[config.mk]
export PLATFORM = sky130hd
export DESIGN_NAME = flash_image_loader
export DESIGN_NICKNAME = d
export VERILOG_FILES = /design/src/rtl/flash_image_loader.sv
export SDC_FILE = /design/constraint.sdc
export NUM_CORES = 1
export LEC_CHECK = 0
export CORE_AREA = 2 2 125 103
export CTS_CLUSTER_SIZE = 10
export DETAILED_ROUTE_END_ITERATION = 7
export DIE_AREA = 0 0 127 105
export HOLD_SLACK_MARGIN = 0.02
export PLACE_DENSITY = 0.67
export RECOVER_POWER = 25
export SYNTH_ARGS = -nofsm -noshare
export SYNTH_HDL_FRONTEND = slang
export SYNTH_SLANG_ARGS = --single-unit
[constraint.sdc]
create_clock -name clk -period 3.3 [get_ports clk]
set_clock_uncertainty 0.15 [all_clocks]
set_input_delay 0.66 -clock clk [delete_from_list [all_inputs] [get_ports clk]]
set_output_delay 0.66 -clock clk [all_outputs]
set_load 0.01 [all_outputs]
[src/rtl/flash_image_loader.sv]
// flash_image_loader: streams one table-selected image from flash into the frame buffer,
// one flash read per busy handshake, with abort, selection error and re-trigger support.
module flash_image_loader #(
  parameter int NUM_IMG = 8,
  parameter int SEL_W = 3,
  parameter int ADDR_W = 23,
  parameter int CNT_W = 19,
  parameter int DATA_W = 16,
  parameter logic [NUM_IMG*ADDR_W-1:0] IMG_BASE = {
    ADDR_W'(0), ADDR_W'(0), ADDR_W'(0), ADDR_W'(921601),
    ADDR_W'(1), ADDR_W'(1152001), ADDR_W'(614401), ADDR_W'(307201)},
  parameter logic [NUM_IMG*CNT_W-1:0] IMG_LEN = {
    CNT_W'(0), CNT_W'(0), CNT_W'(0), CNT_W'(260400),
    CNT_W'(307200), CNT_W'(307200), CNT_W'(307200), CNT_W'(307200)}
) (
  input  logic              clk,
  input  logic              flashreset,
  input  logic              start,
  input  logic [SEL_W-1:0]  pictsel,
  input  logic              abort,
  input  logic              busy,
  input  logic [DATA_W-1:0] fdata,
  output logic              writemode,
  output logic              doread,
  output logic [ADDR_W-1:0] flashaddr,
  output logic              pix_we,
  output logic [CNT_W-1:0]  pix_addr,
  output logic [DATA_W-1:0] pix_data,
  output logic              active,
  output logic              loaded,
  output logic              sel_err
);
  typedef enum logic [2:0] {IDLE, REQ, WAIT_HI, WAIT_LO, WRITE, DONE} state_t;
  state_t state, state_n;
  logic [CNT_W-1:0] remaining, len_sel;
  logic [ADDR_W-1:0] base_sel;
  logic hold, accept, stop, last, loading;
  // Entries past NUM_IMG fall through with length 0 and so read as invalid
  always_comb begin
    base_sel = '0;
    len_sel = '0;
    for (int i = 0; i < NUM_IMG; i++)
      if (pictsel == SEL_W'(i)) begin
        base_sel = IMG_BASE[i*ADDR_W +: ADDR_W];
        len_sel = IMG_LEN[i*CNT_W +: CNT_W];
      end
  end
  assign loading = state == REQ || state == WAIT_HI || state == WAIT_LO || state == WRITE;
  assign accept = (state == IDLE || state == DONE) && start && !(hold && busy);
  assign stop = loading && abort;
  assign last = remaining == CNT_W'(1);
  always_ff @(posedge clk or posedge flashreset)
    if (flashreset) state <= IDLE;
    else state <= state_n;
  always_comb begin
    state_n = state;
    if (stop) state_n = DONE;
    else
      case (state)
        IDLE, DONE: state_n = accept ? (len_sel != '0 ? REQ : DONE) : state;
        REQ:        state_n = busy ? WAIT_HI : REQ;
        WAIT_HI:    state_n = busy ? WAIT_HI : WAIT_LO;
        WAIT_LO:    state_n = WRITE;
        WRITE:      state_n = last ? DONE : REQ;
        default:    state_n = IDLE;
      endcase
  end
  always_comb begin
    doread = state == REQ;
    pix_we = state == WRITE;
  end
  // An abort while the flash manager is mid-read blocks restarts until it goes idle
  always_ff @(posedge clk or posedge flashreset)
    if (flashreset) begin
      writemode <= 1'b1;
      flashaddr <= '0;
      pix_addr <= '0;
      pix_data <= '0;
      remaining <= '0;
      active <= 1'b0;
      loaded <= 1'b0;
      sel_err <= 1'b0;
      hold <= 1'b0;
    end else begin
      if (stop && state == WAIT_HI && busy) hold <= 1'b1;
      else if (!busy) hold <= 1'b0;
      if (accept) begin
        loaded <= 1'b0;
        sel_err <= len_sel == '0;
        if (len_sel != '0) begin
          flashaddr <= base_sel;
          remaining <= len_sel;
          pix_addr <= '0;
          writemode <= 1'b0;
          active <= 1'b1;
        end
      end else if (stop) begin
        active <= 1'b0;
        loaded <= 1'b0;
      end else if (state == WAIT_LO) pix_data <= fdata;
      else if (state == WRITE) begin
        remaining <= remaining - CNT_W'(1);
        if (last) begin
          loaded <= 1'b1;
          active <= 1'b0;
        end else begin
          flashaddr <= flashaddr + ADDR_W'(1);
          pix_addr <= pix_addr + CNT_W'(1);
        end
      end
    end
endmodule

Yosys cells after proc, flatten, opt, wreduce, memory -nomap -nowiden
Cells that the tools add are included.
{ "totals": {"latch_bits": 0, "reg_bits": 85, "ramBits": 0, "input_bits": 24, "out_inout_bits": 64, "mem_count": 0, "elab_cells": 113, "rom_bits": 0} }
{ "classes": {"n_eq_ne": 20, "mul": 0, "magnitude_cmp": 0, "bitwise": 2, "muxes": 53, "n_div": 0, "reduce_logical": 25, "shifts": 0, "add_sub_neg": 3} }
{ "op_table": {"columns": ["op", "n"], "rows": [
  ["$mux 19", 20],
  ["$mux 23", 13],
  ["$add 23x1->23 const B", 1],
  ["$add 19x1->19 const B", 1],
  ["$eq 19x1->1 const B", 1],
  ["$logic_not 19->1", 1],
  ["$reduce_bool 19->1", 1],
  ["$sub 19x1->19 const B", 1],
  ["$eq 3x3->1 const B", 6],
  ["$pmux 3 s5", 1],
  ["$mux 1", 14],
  ["$eq 3x2->1 const B", 4],
  ["$mux 3", 4],
  ["$reduce_and 4->1", 2],
  ["$eq 3x1->1 const B", 2],
  ["$logic_and 1x1->1", 6],
  ["$logic_not 3->1", 2],
  ["$ne 2x2->1 const B", 3],
  ["$ne 3x3->1 const B", 2],
  ["$reduce_and 3->1", 2],
  ["$reduce_bool 3->1", 2],
  ["$reduce_and 5->1", 1],
  ["$logic_or 1x1->1", 4],
  ["$ne 2x1->1 const B", 2],
  ["other kinds (6)", 7]
]} }

Logic depth before layout (Yosys ltp)
Gate-level depths: netlist (run 1).
{ "logic_depth": {"word_depth": 14, "depth_mapped": 10, "depth_no_buf": 7} }

Least setup slack after synthesis (run 1)
No wires, ideal clock.
{ "synth_timing": {"path_kind": "input -> register", "from": "in pictsel[0]", "to": "reg pix_addr[16]", "t_required_ns": 3.072, "t_arrival_ns": 2.320, "setup_slack_ns": 0.752, "n_path_buf": 2, "setup_ns": 0.078, "path_stages": 7, "cell_sequence": "clkbuf_1 o21ai_1 a41oi_2 buf_6 a2111o_1 or3_1 a21oi_1"} }
{ "synth_via": {"elab_chain_cells": 12, "word_cells_on_any_way": 19, "classes_between": "eq/ne (8); mux (8); reduce/logical (3)"} }
{ "synth_rtl": {"columns": ["element", "line_no", "rtl"], "rows": [
  ["start, declared", "19", "input logic [SEL_W-1:0] pictsel,"],
  ["$logic_not 3->1", "43", "if (pictsel == SEL_W'(i)) begin"],
  ["$mux 19 (7 in series)", "43", null],
  ["$mux 19 *", "43", null],
  ["$reduce_bool 19->1 *", "90", "if (len_sel != '0) begin"],
  ["$ne 2x1->1 (no source line) *", null, null],
  ["$reduce_and 5->1 (no source line) *", null, null],
  ["end signal, assigned", "108", "pix_addr <= pix_addr + CNT_W'(1);"],
  ["end, declared", "27", "output logic [CNT_W-1:0] pix_addr,"]
]} }
Every way passes the cells marked *; elsewhere a longest branch is shown, timed or not.
A chain may end at the register's enable or synchronous reset.

Worst setup path in the final report (run 1)
{ "layout_timing": {"from": "reg state[2]", "to": "out pix_we"} }
{ "layout_via": {"elab_chain_cells": 1} }
{ "layout_rtl": {"columns": ["element", "line_no", "rtl"], "rows": [
  ["start, declared", "34", "state_t state, state_n;"],
  ["start signal, assigned", "54", "else state <= state_n;"],
  ["$eq 3x3->1", "70", "pix_we = state == WRITE;"],
  ["end, declared", "26", "output logic pix_we,"]
]} }
No other way between the ends.

==> summary.md, run 1 <==
| Metric | Value |
|---|---|
| Outcome | finished, violations left |
| Failing checks | capacitance limit, slew limit |
| Primary FF master, synth | dfrtp_1 |
| Sequential fraction of design power | 37.1% |
| Sw frac | 36.61% |
| Clock Power Share | 24.7% |
| Die width | 127 um |
| CP Class | flop to primary output |
| CTS tree | yes |
| CTS Sinks | 85 |
| CTS buffer count | 9 |
| Slew HR | -27.09% |
| Clock buffer depth | 2 |
| Hpwl dp | 8523 um |
| Vias in the first global route | 3,917 |
| Drt total wl | 12,150 um |
| Post-CTS setup buffers | 0 |
| Yosys reg bits | 85 |
| FFs w/ async S/R, synth | 100.0% |
| Antenna cell count | 0 |
| Yosys Warn Count | 0 |
| Post-CTS sizing | 0 |
| Global Route Usage Sum | 18.96% |
| Mean Syn Cell Area | 9.486 um^2 |
| Fillers | 1,125 |
| Port buffer count | 87 |
| Routed Antenna Nets | 0 |
| # DRC | 0 |
| Die area | between 0.01 and 0.015 mm^2 |
| Max frequency | 352.6 MHz |
| Layout Area Growth over Synthesis | 29.54% |
| Reg2reg setup slack | ~0.65 ns |
| Reg clk slew, reported paths | 0.06 ns |
| Global-route wire length before repair | between 20,000 and 25,000 um |
| Hold path startpoint | remaining[17] |
| Share of layout cells above drive strength 1 | between 10% and 20% |
| Wire per inst | around 17 um |
| Leakage Power | 2.332 nW |
| Clk_lat worst skew | 0.35 ns |
| Power Density | 738.5 mW/mm^2 |
| EDFF count, synth | 0 |
| DR vias | between 4,000 and 5,000 |
| Syn nets | 513 |
| Core Region | 0.01198 mm^2 |
| Nets | 599 |
| Cts hold-fix bufs | 0 |
| Setup_tns | 0 ns |
| Library cells used by synthesis | 63 |
| Largest net degree at the start of global routing | 86 |
| Min Tclk post-route | between 2 and 3 ns |
| Crit end category | primary output |
| DRT Pass-1 Iters | 5 |
| DRT iter0 DRCs | 309 |
| CP Launch Type | flop |
| Netlist Area Pre-Place | 0.004601 mm^2 |
| Row count | 36 |
| Least-Margin Pin Slew | 1.906 ns |
| Unrepaired setup endpoints after global routing | false |
| Critical R2R Launch | remaining[5] |
| Cells after Synth | 485 |
| Final Hold Fails | 0 |
| Worst r2r path cells | 6 |
| Sequential element share of the synthesized area | 46.26% |
| Via density | 5.757 |
| Pins Over Slew Limit | 86 |
| Die height | ~110 um |
| Overflow left after global routing | 0 |
| Peak VDD IR | between 0.0003 and 0.0004 V |
| Period utilisation layout | around 86% |
| Ports | 88 |
| Combinational power share | between 30% and 40% |
| Sw Pwr | around 0.0016 W |
| # setup viols final | 0 |
| Cell depth of the worst min-delay path | 1 |
| Final GP Congestion | 0.8099 |
| Hold_ws | 0.3395 ns |
| Footprint of the multi-input gates | around 0.0023 mm^2 |
| Antenna violations before repair | 0 |
| Arrival time worst endpoint | 2.03 ns |
| Reg2reg end | flashaddr[4] |
| CP Max Fanout | 13 |
| CTS root buffer | clkbuf_16 |
| CP startpoint | state[2] |
| Internal power | 0.002790 W |
| Critical Path RT | 2.49 ns |
| WHS Endpoint | remaining[17] |
| Initial core utilization | approximately two fifths |
| Path category of the worst min-delay check | flop to flop |
| Max-cap violations | 1 |
| Clock H-tree levels | 3 |
| Reg area | 0.002128 mm^2 |
[power by group through the flow]
stage          registers, W  logic [W]  clock network [W]
3_5_place_dp        0.00164    0.00168                  0
2_1_floorplan       0.00162   0.000989                  0
3_3_place_gp        0.00163    0.00165                  0
6_report            0.00163    0.00168            0.00109
5_1_grt             0.00168    0.00186            0.00116
4_1_cts             0.00163    0.00169            0.00112
[metrics by stage]
stage | util, % | instance area [um^2] | setup slack, ns | total power, W | std cells
CTS | 49.86 | 5974 | 0.4583 | 0.004434 | 727
floorplan | - | 4601 | 0.2982 | 0.002612 | 485
detailed placement | 47.23 | 5659 | 0.2839 | 0.003323 | 712
global placement | 47.23 | 5659 | 0.3444 | 0.003279 | 712
finish | 49.74 | 5959 | 0.4643 | 0.004401 | 727
global route | 49.74 | 5959 | 0.2048 | 0.004701 | 727
[layout by cell type, fill, tap and decap left out, drive strengths merged, types with 2 or more instances in the layout]
cell / Yosys / layout
nand3b: 2 / 2
clkdlybuf4s50: 0 / 87
nand2: 40 / 40
or3b: 2 / 2
nor4: 6 / 6
o31ai: 12 / 12
or2: 2 / 2
and3: 6 / 6
nor4b: 4 / 4
o41ai: 3 / 3
bufinv: 0 / 2
a211oi: 6 / 6
and4: 10 / 10
nor2: 38 / 38
and2: 3 / 3
o22ai: 4 / 4
nand3: 19 / 19
nor3b: 2 / 2
clkbuf: 18 / 11
mux2: 17 / 17
ha: 4 / 4
nand4: 14 / 14
inv: 14 / 13
or4: 10 / 10
a31o: 2 / 2
a31oi: 8 / 8
or3: 11 / 11
a2111oi: 3 / 3
xnor2: 7 / 7
a311oi: 3 / 3
a21o: 2 / 2
clkinvlp: 0 / 2
o211ai: 6 / 6
buf: 11 / 17
o21ai: 30 / 30
nor3: 15 / 15
xor2: 5 / 5
a21oi: 46 / 46
dfrtp: 84 / 84
[critical path: stages, from the launching register on]
cell and delay (ns):
dfrtp_1 0.61, inv_1 0.14, nor3_1 0.32, clkdlybuf4s50_1 0.60
[metal layers]
layer,vias up,track usage (%),part of all wire (%)
met4,0,5.573,1.3
met5,-,0,0
li1,1984,-,-
met2,116,27.34,45
met3,12,5.530,5.5
met1,2073,27.51,48
[synth_stat cells (4+ instances only)]
| cell | count | area, um^2 |
|---|---|---|
| inv_1 | 14 | 52.55 |
| o22ai_1 | 4 | 25.02 |
| ha_1 | 4 | 50.05 |
| xor2_1 | 5 | 43.79 |
| clkbuf_1 | 18 | 67.56 |
| a31oi_1 | 8 | 50.05 |
| buf_6 | 6 | 67.56 |
| o31ai_1 | 12 | 90.09 |
| nor4_1 | 5 | 31.28 |
| xnor2_1 | 6 | 52.55 |
| or4_1 | 9 | 67.56 |
| nand4_1 | 14 | 87.58 |
| nor2_1 | 38 | 142.6 |
| a211oi_1 | 6 | 45.04 |
| o21ai_0 | 27 | 135.1 |
| or3_1 | 11 | 68.82 |
| nor3_1 | 15 | 75.07 |
| mux2_2 | 17 | 191.4 |
| a21oi_1 | 46 | 230.2 |
| nand3_1 | 19 | 95.09 |
| and4_1 | 10 | 87.58 |
| o211ai_1 | 6 | 45.04 |
| and3_1 | 6 | 37.54 |
| dfrtp_1 | 84 | 2102 |
| nand2_1 | 40 | 150.1 |
[logic make-up after synthesis]
group	share of synthesized area [%]
compound gates	18.90
xor+xnor	2.448
fa+ha+maj	1.088
buf+inv	4.650
flops	46.26
mux	4.378
simple gates	22.27
[cell type report]
type                            count  area share (%)
Clock buffer                       11           4.073
Multi-Input combinational cell    357           37.98
Tap cell                          152           3.191
Sequential cell                    85           35.71
Timing Repair Buffer              104           16.92
Clock inverter                      4           1.218
Inverter                           14          0.9028
[worst max-delay path by stage]
stage	endpoint	cells past startpoint
after global routing	pix_addr[6]	3
after detailed placement	flashaddr[3]	7
final	pix_we	3
after CTS	pix_we	3
after floorplan	active	1
after global placement	flashaddr[3]	7
[state kept, by name (all words and copies together), names as in the netlist]
name       cells
flashaddr     23
sel_err        1
loaded         1
state          3
writemode      1
pix_addr      19
hold           1
active         1
pix_data      16
remaining     19
(Power assumes the default switching activity.)
==> run 2, diff against run 1 <==
--- a/config.mk
+++ b/config.mk
@@ -5,12 +5,12 @@
 export SDC_FILE = /design/constraint.sdc
 export NUM_CORES = 1
 export LEC_CHECK = 0
-export CORE_AREA = 2 2 125 103
+export CORE_AREA = 2 2 109 90
 export CTS_CLUSTER_SIZE = 10
 export DETAILED_ROUTE_END_ITERATION = 7
-export DIE_AREA = 0 0 127 105
+export DIE_AREA = 0 0 111 92
 export HOLD_SLACK_MARGIN = 0.02
-export PLACE_DENSITY = 0.67
+export PLACE_DENSITY = 0.83
 export RECOVER_POWER = 25
 export SYNTH_ARGS = -nofsm -noshare
 export SYNTH_HDL_FRONTEND = slang
==> run 2 against run 1 <==
Global-route usage rose by 5.5 points. First-iteration DRC count rose by 26%. Final area fell by 0.73%. Critical endpoint is now flashaddr[18]. The run now ends clean. Largest power group unchanged. Hold slack improved by 0.0044 ns. Highest routed layer unchanged. Sequential cell count did not move. Worst setup slack got worse by 0.026 ns.
==> summary.md, run 2 (synthesized netlist as in run 1, its figures left out) <==
| Metric | Value |
|---|---|
| Outcome | completed |
| Initial core utilization | 49.74% |
| Sw Pwr | 0.001646 W |
| Min Tclk post-route | 2.862 ns |
| Largest register by flop count | flashaddr |
| Path category of the worst min-delay check | flop to flop |
| Unrepaired setup endpoints after global routing | false |
| Clock Power Share | 23.7% |
| Period utilisation layout | between 80% and 90% |
| Max-cap violations | 0 |
| Internal power | between 0.002 and 0.003 W |
| CTS root buffer | clkbuf_16 |
| Most frequent cells in the layout | clkdlybuf4s50_1, dfrtp_1, a21oi_1, nand2_1, nor2_1 |
| Crit-path slowest cell | clkdlybuf4s50_1 |
| Post-CTS setup buffers | 0 |
| Fillers | 730 |
| CP Launch Type | input port |
| # setup viols final | 0 |
| Ports | ~90 |
| Max frequency | 349.4 MHz |
| Via density | 6.198 |
| Global Route Usage Sum | between 20 and 25% |
| Clock buffer depth | 2 |
| Port buffer count | 87 |
| Max FFs per register | 23 |
| Least-Margin Pin Slew | 1.188 ns |
| Die area | a little over 0.01 mm^2 |
| Footprint of the multi-input gates | 0.002263 mm^2 |
| Vias in the first global route | 4,162 |
| Length of routed met3 wiring | 795 um |
| Layout Area Growth over Synthesis | 28.58% |
| Die height | 92 um |
| Final Hold Fails | 0 |
| Final GP Congestion | 0.8553 |
| Nets | 603 |
| Critical Path RT | between 3 and 4 ns |
| Post-CTS sizing | 0 |
| Peak VDD IR | 0.0004477 V |
| Slowest stage delay, CP | 0.54 ns |
| CTS buffer count | 9 |
| CP Max Fanout | 33 |
| Core Region | 0.009249 mm^2 |
| Leakage Power | 2.339 nW |
| DR top layer | met4 |
| Arrival time worst endpoint | 2.93 ns |
| Met1 wire length | 5110 um |
| CTS Sinks | 85 |
| DR vias | 4,320 |
| Reg area | 0.002128 mm^2 |
| Overflow left after global routing | 0 |
| DRT Pass-1 Iters | 6 |
| Wire per inst | about 18 um |
| Routed wl met2 | 6167 um |
| Reg clk slew, reported paths | ~0.06 ns |
| Sw frac | a little under two fifths |
| Pins Over Slew Limit | 0 |
| CTS tree | yes |
| CP Class | input port to flop |
| Placement Setup Slack | 0.1728 ns |
| Crit end category | flop |
| Power Density | 740.5 mW/mm^2 |
| Hpwl dp | 8486 um |
| Combinational power share | 38.8% |
| Antenna violations before repair | 0 |
| # DRC | 0 |
| Drt total wl | ~12,000 um |
| Crit-path cells | clkdlybuf4s50_1, nand2_1, a311oi_4, a21o_2, buf_4, nor4b_1, a211o_1 |
| Setup ws final | 0.4380 ns |
| DRT iter0 DRCs | 389 |
| Largest registers | flashaddr x23, pix_addr x19, remaining x19 |
| Row count | 32 |
| Die width | 111 um |
| Commonest non-fill, non-tap cell in the layout | clkdlybuf4s50_1 |
| Routed Antenna Nets | 0 |
| Sequential fraction of design power | 37.5% |
| Cts hold-fix bufs | 0 |
| Setup_tns | 0 ns |
| Largest net degree at the start of global routing | 39 |
| Global-route wire length before repair | ~20,000 um |
| Clock H-tree levels | 3 |
| Slew HR | 20.36% |
| Antenna cell count | 0 |
| Share of layout cells above drive strength 1 | 11.76% |
| Clk_lat worst skew | 0.33 ns |
==> run 2: cell count changes in the layout (fill, tap and decap cells not counted), sizes merged <==
| cell | change |
|---|---|
| clkdlybuf4s50 | -1 |
| bufinv | -1 |
| clkbuf | +2 |
| dlygate4sd3 | +1 |
| buf | +2 |
==> run 2: metrics by stage <==
| stage | area [um^2] | util [%] | std cells | power (W) | hold slack, ns |
|---|---|---|---|---|---|
| floorplan | 4601 | - | 485 | 0.002612 | 0.3110 |
| global placement | 5635 | 60.93 | 683 | 0.003239 | 0.3303 |
| detailed placement | 5635 | 60.93 | 683 | 0.003319 | 0.3358 |
| CTS | 5934 | 64.16 | 697 | 0.004373 | 0.3446 |
| global route | 5916 | 63.96 | 697 | 0.004618 | 0.3528 |
| finish | 5916 | 63.96 | 697 | 0.004381 | 0.3438 |
==> run 2: area by class of cell <==
class | instances | area share [%]
Clock buffer | 11 | 4.272
Timing Repair Buffer | 108 | 17.28
Tap cell | 119 | 2.517
Multi-Input combinational cell | 357 | 38.26
Sequential cell | 85 | 35.98
Inverter | 14 | 0.9095
Clock inverter | 3 | 0.7826
==> run 2: worst paths after layout <==
path                       slack (ns)             to          start  cells past startpoint
hold / removal                   0.34      writemode      writemode                      1
setup / recovery                 0.44  flashaddr[18]           busy                      7
max in group asynchronous        0.66       state[1]     flashreset                      3
setup reg to reg                 0.44  flashaddr[18]  remaining[14]                      6
min in group asynchronous        0.87    pix_data[6]     flashreset                      2
hold reg to reg                  0.34      writemode      writemode                      1
==> run 2: metal layers <==
metal / track usage [%] / vias up
met5: 0 / -
met4: 6.563 / 0
met3: 4.230 / 28
met2: 40.80 / 176
met1: 33.18 / 2121
li1: - / 1995
==> run 2: power groups by stage <==
stage               clock, W  combinational (W)  sequential [W]
floorplan                  0           0.000989         0.00162
global placement           0            0.00161         0.00163
detailed placement         0            0.00167         0.00165
CTS                  0.00104            0.00169         0.00164
global route         0.00108            0.00185         0.00169
finish               0.00104            0.00170         0.00164
==> run 2: critical path: cells and delay by family <==
family                 cells  cell delay (ns)
and+or+nand+nor            2             0.27
buffers and inverters      2             0.82
AOI/OAI and AO/OA          3             1.18
